===== src/rtl/button_debouncer_multi.sv =====
// Multi-channel button conditioner: per-channel synchroniser, tick-gated stability
// filter, one-cycle press/release pulses and optional long-press detection.
module button_debouncer_multi #(
    parameter int NUM_CH       = 4,
    parameter int SYNC_STAGES  = 2,
    parameter int STABLE_TICKS = 8,
    parameter int SAMPLE_DIV   = 1,
    parameter int HOLD_TICKS   = 16
) (
    input  logic              clk,
    input  logic              rst,
    input  logic [NUM_CH-1:0] btn_in,
    output logic [NUM_CH-1:0] btn_state,
    output logic [NUM_CH-1:0] btn_press,
    output logic [NUM_CH-1:0] btn_release,
    output logic [NUM_CH-1:0] btn_long,
    output logic [NUM_CH-1:0] btn_held
);

    localparam int STAB_W = (STABLE_TICKS > 1) ? $clog2(STABLE_TICKS) : 1;
    localparam int DIV_W  = (SAMPLE_DIV > 1) ? $clog2(SAMPLE_DIV) : 1;
    localparam int HOLD_W = (HOLD_TICKS > 0) ? $clog2(HOLD_TICKS + 1) : 1;
    localparam logic [STAB_W-1:0] STAB_LAST = STAB_W'(STABLE_TICKS - 1);

    logic tick;

    generate
        if (SAMPLE_DIV == 1) begin : g_no_div
            assign tick = 1'b1;
        end else begin : g_div
            localparam logic [DIV_W-1:0] DIV_LAST = DIV_W'(SAMPLE_DIV - 1);
            logic [DIV_W-1:0] div_reg;

            assign tick = (div_reg == DIV_LAST);

            always_ff @(posedge clk or posedge rst) begin
                if (rst) begin
                    div_reg <= '0;
                end else if (tick) begin
                    div_reg <= '0;
                end else begin
                    div_reg <= div_reg + 1'b1;
                end
            end
        end
    endgenerate

    genvar gi;
    generate
        for (gi = 0; gi < NUM_CH; gi++) begin : g_ch
            logic [SYNC_STAGES-1:0] sync_reg;
            logic [STAB_W-1:0]      stab_reg;
            logic                   state_reg;
            logic                   press_reg;
            logic                   release_reg;
            logic                   sync_out;
            logic                   accept;

            assign sync_out = sync_reg[SYNC_STAGES-1];
            // New level is taken on the tick that completes the run of differing samples.
            assign accept   = tick && (sync_out != state_reg) && (stab_reg == STAB_LAST);

            always_ff @(posedge clk or posedge rst) begin
                if (rst) begin
                    sync_reg    <= '0;
                    stab_reg    <= '0;
                    state_reg   <= 1'b0;
                    press_reg   <= 1'b0;
                    release_reg <= 1'b0;
                end else begin
                    sync_reg    <= {sync_reg[SYNC_STAGES-2:0], btn_in[gi]};
                    press_reg   <= accept && sync_out;
                    release_reg <= accept && !sync_out;
                    if (tick) begin
                        if (sync_out == state_reg) begin
                            stab_reg <= '0;
                        end else if (stab_reg == STAB_LAST) begin
                            state_reg <= sync_out;
                            stab_reg  <= '0;
                        end else begin
                            stab_reg <= stab_reg + 1'b1;
                        end
                    end
                end
            end

            assign btn_state[gi]   = state_reg;
            assign btn_press[gi]   = press_reg;
            assign btn_release[gi] = release_reg;

            if (HOLD_TICKS > 0) begin : g_hold
                localparam logic [HOLD_W-1:0] HOLD_MAX  = HOLD_W'(HOLD_TICKS);
                localparam logic [HOLD_W-1:0] HOLD_LAST = HOLD_W'(HOLD_TICKS - 1);
                logic [HOLD_W-1:0] hold_reg;
                logic              long_reg;
                logic              held_reg;

                // Counting uses the pre-update level, so the rising tick itself is not counted.
                always_ff @(posedge clk or posedge rst) begin
                    if (rst) begin
                        hold_reg <= '0;
                        long_reg <= 1'b0;
                        held_reg <= 1'b0;
                    end else begin
                        long_reg <= 1'b0;
                        if (accept && !sync_out) begin
                            hold_reg <= '0;
                            held_reg <= 1'b0;
                        end else if (tick && state_reg && (hold_reg != HOLD_MAX)) begin
                            hold_reg <= hold_reg + 1'b1;
                            if (hold_reg == HOLD_LAST) begin
                                long_reg <= 1'b1;
                                held_reg <= 1'b1;
                            end
                        end
                    end
                end

                assign btn_long[gi] = long_reg;
                assign btn_held[gi] = held_reg;
            end else begin : g_no_hold
                assign btn_long[gi] = 1'b0;
                assign btn_held[gi] = 1'b0;
            end
        end
    endgenerate

endmodule


===== config.mk =====
export PLATFORM = sky130hd
export DESIGN_NAME = button_debouncer_multi
export DESIGN_NICKNAME = d
export VERILOG_FILES = /design/src/rtl/button_debouncer_multi.sv
export SDC_FILE = /design/constraint.sdc
export NUM_CORES = 1
export LEC_CHECK = 0
export BUFFER_PORTS_ARGS = -buffer_cell sky130_fd_sc_hd__clkbuf_2
export CAP_MARGIN = 10
export CORE_MARGIN = 5
export CORE_UTILIZATION = 55
export CTS_CLUSTER_DIAMETER = 150
export DETAILED_ROUTE_END_ITERATION = 10
export PLACE_DENSITY = 0.75
export SLEW_MARGIN = 0
export SYNTH_ARGS = -nofsm -noshare
export SYNTH_HDL_FRONTEND = slang
export SYNTH_SLANG_ARGS = --single-unit

===== constraint.sdc =====
create_clock -name clk -period 4.3 [get_ports clk]
set_clock_uncertainty 0.15 [all_clocks]
set_input_delay 0.43 -clock clk [delete_from_list [all_inputs] [get_ports clk]]
set_output_delay 0.43 -clock clk [all_outputs]
set_load 0.01 [all_outputs]

### Word-level counts from Yosys, hierarchy flattened

Index checks and enable logic that the tools add are counted.

| word-level totals | value |
|---|---|
| register bits after elaboration | 60 |
| input bits | 6 |
| output and inout port bits | 20 |
| logic and storage cells | 140 |

| operators by class | value |
|---|---|
| $add $sub $neg | 8 |
| eq/ne operators | 20 |
| muxes and demuxes | 40 |
| bitwise operators | 4 |
| reductions and logical operators | 36 |

Operators with widths:

| operator | number |
|---|---|
| 5-bit 2-to-1 mux | 8 |
| 1-bit 2-to-1 mux | 24 |
| 3-bit 2-to-1 mux | 8 |
| 5-bit by 1-bit adder with 5-bit output (second input constant) | 4 |
| 5-bit by 4-bit equality test with 1-bit output (second input constant) | 4 |
| 5-bit != test (second input constant) | 4 |
| 1-bit logical AND | 16 |
| 2-bit AND reduction | 8 |
| 2-bit nonzero test | 8 |
| 3-bit by 1-bit adder with 3-bit output (second input constant) | 4 |
| 3-bit equality test (second input constant) | 4 |
| 1-bit equality test | 4 |
| 1-bit zero test | 4 |
| 1-bit != test | 4 |
| 1-bit NOT | 4 |

### Longest topological paths before layout

Gate-level depths: netlist (run 1).

| logic depth | value |
|---|---|
| word-level depth | 5 |
| mapped depth | 6 |
| gate-level depth less buffers | 5 |

### Least setup slack after synthesis (run 1)

OpenSTA, ideal clock, no wires.

| path | value |
|---|---|
| path type | register -> register |
| start point | register g_ch[0].stab_reg[0] |
| end point | register g_ch[0].g_hold.hold_reg[0] |
| library setup time | 0.064 ns |
| arrival | 1.381 ns |
| required time | 4.086 ns |
| setup slack | 2.705 ns |
| cell stages (with the launch flop) | 7 |
| path buffers | 1 |
| period minus slack after synthesis | 1.595 ns |
| cells stage by stage | dfrtp_1 ha_1 ha_1 and3b_1 buf_2 a211oi_1 a31o_2 |

| between the ends | value |
|---|---|
| word-level cells in the longest chain between the ends | 4 |
| elaborated cells on any way between the ends | 5 |
| those cells by class | 1 x eq/ne; 1 x mux; 3 x reduce/logical |

RTL lines:

| what | RTL line | text |
|---|---|---|
| from (decl) | 52 | `logic [STAB_W-1:0] stab_reg;` |
| from (signal assigned) | 81 | `stab_reg <= stab_reg + 1'b1;` |
| 3-bit equality test * | 61 | `assign accept = tick && (sync_out != state_reg) && (stab_reg == STAB_LAST);` |
| 1-bit logical AND * | 61 |  |
| 1-bit logical AND * | 106 | `if (accept && !sync_out) begin` |
| 5-bit 2-to-1 mux or 2-bit nonzero test (tied branches) | - |  |
| to (signal assigned) | 110 | `hold_reg <= hold_reg + 1'b1;` |
| to (decl) | 94 | `logic [HOLD_W-1:0] hold_reg;` |

Mark *: on every way between the ends. The rest lies on a longest branch, timed or not.
A chain may end at the register's enable or synchronous reset.

### Final worst setup path (run 1)

| path | value |
|---|---|
| start point | register g_ch[3].state_reg |
| end point | output port btn_state[3] |

RTL lines:

| what | RTL line | text |
|---|---|---|
| from (decl) | 53 | `logic state_reg;` |
| from (signal assigned) | 78 | `state_reg <= sync_out;` |
| to (decl) | 13 | `output logic [NUM_CH-1:0] btn_state,` |

No word-level cell between the ends.

==> impl_metrics.env, run 1 <==
export IMPL_hold_viol_final=0
export IMPL_crit_end="btn_state[3]"
export IMPL_floorplan_initialDensity=0.556
export IMPL_max_slew_margin_rel=0.516
export IMPL_critPathBufInv=1
export IMPL_grt_pass1_vias=1667
export IMPL_critPathMaxFanout=14
export IMPL_critical_path_class="reg -> out"
export IMPL_layout_drive_gt1_share=0.188
export IMPL_syn_num_nets=271
export IMPL_period_minus_slack_ps=1750
export IMPL_ys_flop_type="dfrtp_1"
export IMPL_gp_congestion=0.799
export IMPL_fp_dieH_um=81.2
export IMPL_rr_startpoint="g_ch[3].stab_reg[0]"
export IMPL_drv_cap=0
export IMPL_worstMarginPinSlew_ps=726
export IMPL_pwr_density_cell_nw_per_um2=583
export IMPL_synth_edff_count=0
export IMPL_fmax_mhz=572
export IMPL_switching_share=0.320
export IMPL_first_pass_iters=4
export IMPL_hpwl_um=2860
export IMPL_synth_area_per_cell_um2=11.4
export IMPL_h_tree_depth=3
export IMPL_postLayoutCoreUtil=0.601
export IMPL_pwr_share_seq=0.480
export IMPL_insertion_delay_ps=330
export IMPL_grt_use_total=0.145
export IMPL_ys_types=33
export IMPL_final_cell_mix="dfrtp_1, clkbuf_2, inv_1"
export IMPL_worstSetupStartpoint="g_ch[3].state_reg"
export IMPL_leakage_nw=1.56
export IMPL_yosys_area_top_type="dfrtp_1"
export IMPL_setup_viol=0
export IMPL_drc=0
export IMPL_crit_required_ps=3720
export IMPL_largest_register_ffs=20
export IMPL_synthCells=245
export IMPL_portBuffers=25
export IMPL_yosysWarnings=0
export IMPL_r2r_cells=5
export IMPL_diodes=0
export IMPL_antenna_found_initial=0
export IMPL_layout_commonest_cell="dfrtp_1"
export IMPL_grt_pass1_wl_um=7110
export IMPL_core_area_um2=5010
export IMPL_dieWidth_um=81.2
export IMPL_cts_buffers=9
export IMPL_cts_hold_fix_buffers=0
export IMPL_period_share=0.407
export IMPL_cts_tree="built"
export IMPL_hold_worst_slack_ps=57.6
export IMPL_cp_arrival_ps=1170
export IMPL_grt_max_degree=61
export IMPL_comb_power_share=0.247
export IMPL_nets=282
export IMPL_cp_start_kind="register"
export IMPL_nFillCells=442
export IMPL_critPathCaptureType="primary output"
export IMPL_finalSetupTns_ps=0
export IMPL_fp_dieArea_um2=6590
export IMPL_viasPerCell=5.15
export IMPL_clockPowerShare=0.273
export IMPL_ys_seq_elements=60
export IMPL_status="complete, no violations"
export IMPL_rr_endpoint="g_ch[3].g_hold.hold_reg[0]"
export IMPL_clk_pin_slew_ps=70
export IMPL_drt_iter0_drc=59
export IMPL_crit_chain="clkbuf_2"
export IMPL_synth_top_area_share=0.539
export IMPL_detail_route_wl_per_cell_um=12.6
export IMPL_finalPower_w=0.00176
export IMPL_top_level_ports=26
export IMPL_cp_num_cells=1
export IMPL_max_clock_path_buffers=2
export IMPL_cp_slowest_cell="dfrtp_1"
export IMPL_ant_nets=0
export IMPL_clockRootBuffer="clkbuf_8"
export IMPL_crit_family="flip-flops"
export IMPL_switching_power_w=0.000561
export IMPL_hp_class="in -> reg"
export IMPL_cpPeakStageDelay_ps=620
export IMPL_ir_drop_uv=257
export IMPL_netlist_area_um2=2790
export IMPL_seq_area_frac_synth=0.539
export IMPL_postCtsSetupBuffers=0
export IMPL_r2r_slack_ps=2610
export IMPL_intPower_w=0.00119
export IMPL_wirelength_um=4150
export IMPL_yosys_top_cells_area="dfrtp_1, ha_1, buf_4"
export IMPL_num_vias=1698
export IMPL_area_growth_pct=8.04
export IMPL_num_rows=26
export IMPL_grt_overflow=0
export IMPL_cts_resized=0
export IMPL_rsz0062_at_grt="false"
export IMPL_maxSlewViolCount=0
export IMPL_async_flop_share=1.00
export IMPL_cts_num_sinks=60
[through the flow]
step	cell area (µm²)	worst slack (ps)	std cells
3_3_place_gp	2830	2710	315
2_1_floorplan	2790	2240	245
4_1_cts	3010	2540	330
6_report	3010	2550	330
5_1_grt	3010	2480	330
3_5_place_dp	2830	2640	315
[logic make-up (layout without fill, tap and decap cells)]
| family | after synthesis | after routing | share of synthesized area |
|---|---|---|---|
| AND/OR/NAND/NOR | 76 | 76 | 0.172 |
| flip-flops | 60 | 60 | 0.539 |
| buffers and inverters | 49 | 64 | 0.0956 |
| AO/OA/AOI/OAI | 28 | 28 | 0.0638 |
| adder cells (fa/ha/maj) | 20 | 20 | 0.0898 |
| XOR/XNOR | 8 | 8 | 0.0251 |
| multiplexers | 4 | 4 | 0.0153 |
[routing by layer]
metal  global-route usage  share of wire  vias to the layer above
met3               0.0366          0.032                       10
met4                0.101          0.022                        0
met2                0.249           0.51                       22
li1                     -              -                      829
met5                    0              0                        -
met1                0.157           0.43                      837
[final cells by class]
| cell class | instances | area (µm²) | area share |
|---|---|---|---|
| clock buffer | 13 | 149 | 0.0495 |
| multi-input combinational | 136 | 1020 | 0.338 |
| tap | 70 | 87.6 | 0.0291 |
| sequential | 60 | 1500 | 0.499 |
| clock inverter | 2 | 35.0 | 0.0116 |
| inverter | 23 | 86.3 | 0.0287 |
| timing repair buffer | 26 | 133 | 0.0441 |
[cells in the mapped netlist, drive strengths merged (4+ instances only)]
library cell,count
a21oi,8
and2,4
and3,4
buf,26
dfrtp,60
ha,20
inv,23
nand2,18
nand3,4
nand4,6
nand4bb,4
nor2,14
nor2b,4
nor3b,6
o21ai,8
or3b,4
xor2,6
[worst min-delay path by stage]
stage / start / end / slack [ps] / cells after the start
floorplan: g_ch[0].sync_reg[0] / g_ch[0].sync_reg[1] / 180 / 0
global placement: g_ch[1].sync_reg[0] / g_ch[1].sync_reg[1] / 180 / 0
detailed placement: g_ch[0].sync_reg[0] / g_ch[0].sync_reg[1] / 190 / 0
CTS: btn_in[2] / g_ch[2].sync_reg[0] / 40 / 1
global route: btn_in[1] / g_ch[1].sync_reg[0] / 40 / 1
finish: btn_in[2] / g_ch[2].sync_reg[0] / 60 / 1
[power groups by stage]
stage | sequential, W | combinational (W) | clock (W)
2_1_floorplan | 0.000787 | 0.000416 | 0
3_5_place_dp | 0.000852 | 0.000443 | 0
5_1_grt | 0.000865 | 0.000510 | 0.000523
3_3_place_gp | 0.000847 | 0.000417 | 0
6_report | 0.000843 | 0.000433 | 0.000479
4_1_cts | 0.000843 | 0.000446 | 0.000496
(Power assumes the default switching activity.)
==> inputs of run 2 (changes only) <==
--- a/config.mk
+++ b/config.mk
@@ -5,10 +5,11 @@
 export SDC_FILE = /design/constraint.sdc
 export NUM_CORES = 1
 export LEC_CHECK = 0
+export ABC_AREA = 1
 export BUFFER_PORTS_ARGS = -buffer_cell sky130_fd_sc_hd__clkbuf_2
 export CAP_MARGIN = 10
 export CORE_MARGIN = 5
-export CORE_UTILIZATION = 55
+export CORE_UTILIZATION = 53
 export CTS_CLUSTER_DIAMETER = 150
 export DETAILED_ROUTE_END_ITERATION = 10
 export PLACE_DENSITY = 0.75
==> constraint.sdc (replaced) <==
create_clock -name clk -period 1.45 [get_ports clk]
set_clock_uncertainty 0.15 [all_clocks]
set_input_delay 0.145 -clock clk [delete_from_list [all_inputs] [get_ports clk]]
set_output_delay 0.145 -clock clk [all_outputs]
set_load 0.01 [all_outputs]
==> run 2 against run 1 <==
Against the previous run:
- the run now ends with negative setup slack left
- sequential share of layout area fell by 9.0 points
- clock-buffer cell count fell by 1
- first-iteration DRC count rose by 76%
- global-route usage rose by 0.89 points
- flip-flop and latch count did not move
- core utilization rose by 7.1 points
- power rose to 3.3 times the previous value
- worst setup slack got worse by 2600 ps
- largest cell class unchanged
==> impl_metrics.env, run 2 <==
export IMPL_nets=382
export IMPL_gp_congestion=0.787
export IMPL_core_area_um2=5470
export IMPL_clockPowerShare=0.261
export IMPL_comb_power_share=0.328
export IMPL_hp_class="in -> async"
export IMPL_layout_drive_gt1_share=0.332
export IMPL_grt_pass1_vias=2027
export IMPL_critPathCaptureType="register"
export IMPL_crit_required_ps=1570
export IMPL_grt_overflow=0
export IMPL_grt_use_total=0.154
export IMPL_worstMarginPinSlew_ps=300
export IMPL_crit_path_frequent_cell="nand2_1"
export IMPL_violations="negative setup slack"
export IMPL_floorplan_initialDensity=0.542
export IMPL_cp_arrival_ps=1640
export IMPL_crit_chain="ha_2 > nand2_1 > nor2_1 > ha_1 > inv_1 > nand4_1 > nand2_1"
export IMPL_switching_power_w=0.00200
export IMPL_yosys_top_cells_count="dfrtp_1, nand2_1, inv_1"
export IMPL_max_slew_margin_rel=0.800
export IMPL_final_cell_mix="dfrtp_1, nand2_1, inv_1"
export IMPL_netlist_area_um2=2970
export IMPL_grt_pass1_wl_um=8850
export IMPL_period_share=1.05
export IMPL_hold_viol_final=0
export IMPL_first_pass_iters=5
export IMPL_h_tree_depth=3
export IMPL_fp_dieArea_um2=7200
export IMPL_antenna_found_initial=0
export IMPL_setup_ws_ps=-76.6
export IMPL_pwr_share_seq=0.411
export IMPL_detail_route_wl_per_cell_um=12.5
export IMPL_yosys_area_top_type="dfrtp_1"
export IMPL_fp_dieH_um=84.8
export IMPL_clockRootBuffer="clkbuf_8"
export IMPL_nFillCells=447
export IMPL_synthCells=306
export IMPL_syn_num_nets=332
export IMPL_seq_area_frac_synth=0.506
export IMPL_cp_start_kind="register"
export IMPL_num_vias=2114
export IMPL_top_level_ports=26
export IMPL_cts_num_sinks=60
export IMPL_cpPeakStageDelay_ps=410
export IMPL_portBuffers=25
export IMPL_insertion_delay_ps=320
export IMPL_intPower_w=0.00380
export IMPL_pwr_density_cell_nw_per_um2=1580
export IMPL_cts_buffers=9
export IMPL_status="finished with violations"
export IMPL_synth_area_per_cell_um2=9.70
export IMPL_synth_top_area_share=0.506
export IMPL_max_clock_path_buffers=2
export IMPL_leakage_nw=1.89
export IMPL_ys_types=20
export IMPL_fmax_mhz=655
export IMPL_ir_drop_uv=837
export IMPL_drc=0
export IMPL_switching_share=0.345
export IMPL_crit_family="adder cells"
export IMPL_grt_max_degree=49
export IMPL_cts_tree="built"
export IMPL_yosysWarnings=0
export IMPL_critPathMaxFanout=4
export IMPL_diodes=0
export IMPL_maxSlewViolCount=0
export IMPL_yosysMostFrequentCell="dfrtp_1"
export IMPL_viasPerCell=4.88
export IMPL_num_rows=27
export IMPL_largest_register_ffs=20
export IMPL_placed_area_um2=3140
export IMPL_wirelength_um=5430
export IMPL_yosys_top_cells_area="dfrtp_1, ha_1, buf_4"
export IMPL_async_flop_share=1.00
export IMPL_finalSetupTns_ps=-98.6
export IMPL_ant_nets=0
export IMPL_rsz0062_at_grt="true"
export IMPL_drt_iter0_drc=104
export IMPL_ys_seq_elements=60
export IMPL_postLayoutCoreUtil=0.672
export IMPL_area_growth_pct=23.9
export IMPL_stdcell_area_um2=3680
export IMPL_clk_pin_slew_ps=70
export IMPL_synth_edff_count=0
export IMPL_ys_flop_type="dfrtp_1"
export IMPL_post_place_ws_ps=-44.6
export IMPL_critPathBufInv=1
export IMPL_cp_slowest_cell="dfrtp_1"
export IMPL_hpwl_um=3480
export IMPL_drv_cap=0
export IMPL_setup_viol=2
export IMPL_dieWidth_um=84.8
export IMPL_finalPower_w=0.00580
export IMPL_layout_commonest_cell="dfrtp_1"
export IMPL_critical_path_class="reg -> reg"
export IMPL_period_minus_slack_ps=1530
## run 2: cell count changes after synthesis, moves of 5 or more
cell     delta
a21oi_1     -8
buf_2       -6
buf_4       +7
inv_1      +17
nand2_1    +32
nand3_1    +24
nand3_2     +5
nand4_1    +13
nor2_1      +6
nor3_1      +5
nor3b_1     -6
## run 2: worst register-to-register path, stage by stage, from the launching register on
cell and delay (ps):
dfrtp_1 410, ha_2 210, nand2_1 50, nor2_1 120
ha_1 240, inv_1 70, nand4_1 120, nand2_1 90
## run 2: cells by family (layout without fill, tap and decap cells)
logic type | after synthesis | after routing | share of synthesized area
buf+inv | 68 | 122 | 0.123
xor+xnor | 8 | 8 | 0.0236
simple gates | 142 | 143 | 0.250
fa+ha+maj | 20 | 20 | 0.0843
flops | 60 | 60 | 0.506
compound gates | 8 | 8 | 0.0135
## run 2: path summary, 6_finish.rpt
kind                                                  from                          to  slack [ps]  depth (start not counted)
worst max-delay path            g_ch[1].g_hold.hold_reg[0]  g_ch[1].g_hold.hold_reg[4]         -80                          7
max in group asynchronous                              rst         g_ch[1].stab_reg[0]         460                          4
worst max register to register  g_ch[1].g_hold.hold_reg[0]  g_ch[1].g_hold.hold_reg[4]         -80                          7
min in group clk                       g_ch[1].sync_reg[0]         g_ch[1].sync_reg[1]         200                          0
worst min register to register         g_ch[1].sync_reg[0]         g_ch[1].sync_reg[1]         200                          0
worst min-delay path                                   rst         g_ch[2].stab_reg[1]         160                          3
## run 2: routing by layer
layer  up-vias  track usage  wire [µm]
met5         -            0          0
li1       1077            -          -
met2        26        0.251       2820
met1      1005        0.190       2360
met3         6       0.0350        167
met4         0       0.0863         82
## run 2: through the flow
step,cells,hold WS (ps)
2_1_floorplan,306,26.4
3_3_place_gp,394,-38.8
3_5_place_dp,394,-36.3
4_1_cts,420,153
5_1_grt,433,186
6_report,433,164
## run 2: power groups by stage
stage          Combinational (W)  Clock, W  Sequential (W)
2_1_floorplan            0.00128         0         0.00228
3_3_place_gp             0.00152         0         0.00234
3_5_place_dp             0.00159         0         0.00236
4_1_cts                  0.00170   0.00155         0.00234
5_1_grt                  0.00219   0.00163         0.00243
6_report                 0.00190   0.00151         0.00238
## run 2: final cells by class
class	count	area [µm²]	area share
clock buffer	12	155	0.0422
clock inverter	4	47.5	0.0129
inverter	40	156	0.0425
multi-input combinational	179	1240	0.337
sequential	60	1500	0.409
tap	72	90.1	0.0245
timing repair buffer	66	485	0.132
## run 2: timing repair
| item | 4_1_cts | 5_1_grt |
|---|---|---|
| buffers inserted | 5 | 12 |
| cloned | 0 | 1 |
| pin swaps | 2 | 14 |
| hold buffers | 5 | 0 |
| hold endpoints to repair | 64 | 0 |
| gates resized for setup | 7 | 32 |
| setup endpoints to repair | 16 | 34 |
==> inputs of run 3 (changes only) <==
--- a/config.mk
+++ b/config.mk
@@ -9,10 +9,11 @@
 export BUFFER_PORTS_ARGS = -buffer_cell sky130_fd_sc_hd__clkbuf_2
 export CAP_MARGIN = 10
 export CORE_MARGIN = 5
-export CORE_UTILIZATION = 53
+export CORE_UTILIZATION = 55
+export CTS_BUF_LIST = sky130_fd_sc_hd__clkbuf_8
 export CTS_CLUSTER_DIAMETER = 150
 export DETAILED_ROUTE_END_ITERATION = 10
-export PLACE_DENSITY = 0.75
+export PLACE_DENSITY = 0.77
 export SLEW_MARGIN = 0
 export SYNTH_ARGS = -nofsm -noshare
 export SYNTH_HDL_FRONTEND = slang
==> run 3 against run 2 <==
Against the previous run:
- the flow still finishes with violations (negative setup slack)
- worst setup slack gained 31 ps
- final area fell by 0.51%
- routed wire length shrank 2.9%
- register-to-register slack improved by 30 ps
- sequential power hardly changed
- core utilization rose by 3.5 points
- clock-buffer cell count fell by 3
- cell count up 0.23%
- maximum frequency grew 2.1%
- via count up 1.1%
- global-route usage rose by 0.30 points
- power decreased by 4.5%
==> impl_metrics.env, run 3 (same netlist as run 2, synthesis figures left out) <==
export IMPL_status="finished with violations"
export IMPL_violations="negative setup slack"
export IMPL_layout_drive_gt1_share=0.330
export IMPL_num_rows=26
export IMPL_critPathMaxFanout=4
export IMPL_cts_buffers=9
export IMPL_crit_required_ps=1580
export IMPL_largest_register_ffs=20
export IMPL_viasPerCell=4.93
export IMPL_area_growth_pct=23.3
export IMPL_setup_viol=1
export IMPL_cpPeakStageDelay_ps=400
export IMPL_drt_iter0_drc=48
export IMPL_crit_path_frequent_cell="nand2_1"
export IMPL_grt_pass1_vias=2045
export IMPL_ant_nets=0
export IMPL_clk_pin_slew_ps=70
export IMPL_core_area_um2=5170
export IMPL_fmax_mhz=669
export IMPL_grt_pass1_wl_um=8810
export IMPL_diodes=0
export IMPL_rr_startpoint="g_ch[1].g_hold.hold_reg[1]"
export IMPL_dieWidth_um=83.5
export IMPL_critPathCaptureType="register"
export IMPL_hpwl_um=3440
export IMPL_max_clock_path_buffers=2
export IMPL_period_minus_slack_ps=1500
export IMPL_max_slew_margin_rel=0.715
export IMPL_hold_viol_final=0
export IMPL_clockRootBuffer="clkbuf_8"
export IMPL_fp_dieH_um=83.5
export IMPL_first_pass_iters=4
export IMPL_layout_commonest_cell="dfrtp_1"
export IMPL_post_place_ws_ps=-19.4
export IMPL_portBuffers=25
export IMPL_cp_arrival_ps=1630
export IMPL_rsz0062_at_grt="true"
export IMPL_insertion_delay_ps=340
export IMPL_num_vias=2138
export IMPL_worstMarginPinSlew_ps=427
export IMPL_cp_start_kind="register"
export IMPL_grt_overflow=0
export IMPL_drv_cap=0
export IMPL_fp_dieArea_um2=6970
export IMPL_drc=0
export IMPL_gp_congestion=0.800
export IMPL_grt_use_total=0.157
export IMPL_h_tree_depth=3
export IMPL_cts_tree="built"
export IMPL_detail_route_wl_per_cell_um=12.1
export IMPL_grt_max_degree=32
export IMPL_wirelength_um=5270
export IMPL_floorplan_initialDensity=0.574
export IMPL_critical_path_class="reg -> reg"
export IMPL_nFillCells=369
export IMPL_cts_num_sinks=60
export IMPL_ir_drop_uv=769
export IMPL_final_cell_mix="dfrtp_1, nand2_1, inv_1"
export IMPL_maxSlewViolCount=0
export IMPL_setup_ws_ps=-45.5
export IMPL_placed_area_um2=3210
export IMPL_finalPower_w=0.00554
export IMPL_antenna_found_initial=0
export IMPL_nets=386
export IMPL_pwr_density_cell_nw_per_um2=1510
export IMPL_stdcell_area_um2=3660
export IMPL_cp_slowest_cell="dfrtp_1"
export IMPL_period_share=1.03
export IMPL_leakage_nw=1.92
export IMPL_hp_class="in -> async"
export IMPL_crit_chain="ha_2 > nand2_1 > nor2_1 > ha_1 > inv_1 > nand4_1 > nand2_1"
export IMPL_worstSetupStartpoint="g_ch[1].g_hold.hold_reg[1]"
export IMPL_top_level_ports=26
## run 3: power breakdown
group | leakage, nW | switching [W] | internal, W
clock | 0.0924 | 0.000620 | 0.000581
sequential | 0.790 | 0.000354 | 0.00203
combinational | 1.04 | 0.00100 | 0.000955
total | 1.92 | 0.00198 | 0.00356
## run 3: worst paths after layout
kind / to / slack (ps) / cells after the start
worst max-delay path: g_ch[1].g_hold.hold_reg[4] / -50 / 7
worst min-delay path: g_ch[2].g_hold.long_reg / 200 / 3
worst max register to register: g_ch[1].g_hold.hold_reg[4] / -50 / 7
worst min register to register: g_ch[0].sync_reg[1] / 200 / 0
max in group asynchronous: g_ch[3].sync_reg[0] / 450 / 4
min in group clk: g_ch[0].sync_reg[1] / 200 / 0
## run 3: critical path, delay by kind of cell (launching register included)
family,cells,cell delay (ps)
fa+ha+maj,2,450
buf+inv,1,70
flops,1,400
simple gates,4,370
## run 3: timing repair
action | in CTS | in global routing
gates resized for setup | 5 | 31
endpoints found under the hold margin | 52 | 0
hold buffers | 5 | 0
gates cloned | 0 | 0
pin swaps | 3 | 16
endpoints found under the setup margin | 9 | 22
setup buffers | 4 | 10
## run 3: per-layer routing
metal  track usage  routed length [µm]  vias up
met5             0                   0        -
li1              -                   -     1085
met3        0.0415                 236       14
met1         0.186                2210      994
met4        0.0921                 142        0
met2         0.257                2680       45
## run 3: area by class of cell
class,instances,area [µm²],area share
Inverter,40,154,0.0421
Multi-Input combinational cell,178,1230,0.337
Clock inverter,6,26.3,0.00718
Tap cell,70,87.6,0.0239
Clock buffer,9,124,0.0339
Timing Repair Buffer,71,532,0.145
Sequential cell,60,1500,0.411
## run 3: through the flow
| stage | util | setup TNS, ps | hold slack, ps | cells |
|---|---|---|---|---|
| final | 0.707 | -45.5 | 201 | 434 |
| after global routing | 0.707 | -532 | 217 | 434 |
| after CTS | 0.669 | 0 | 195 | 424 |
| after detailed placement | 0.621 | -19.4 | 13.9 | 400 |
| after global placement | 0.621 | 0 | 12.6 | 400 |
| after floorplan | - | 0 | 26.4 | 306 |
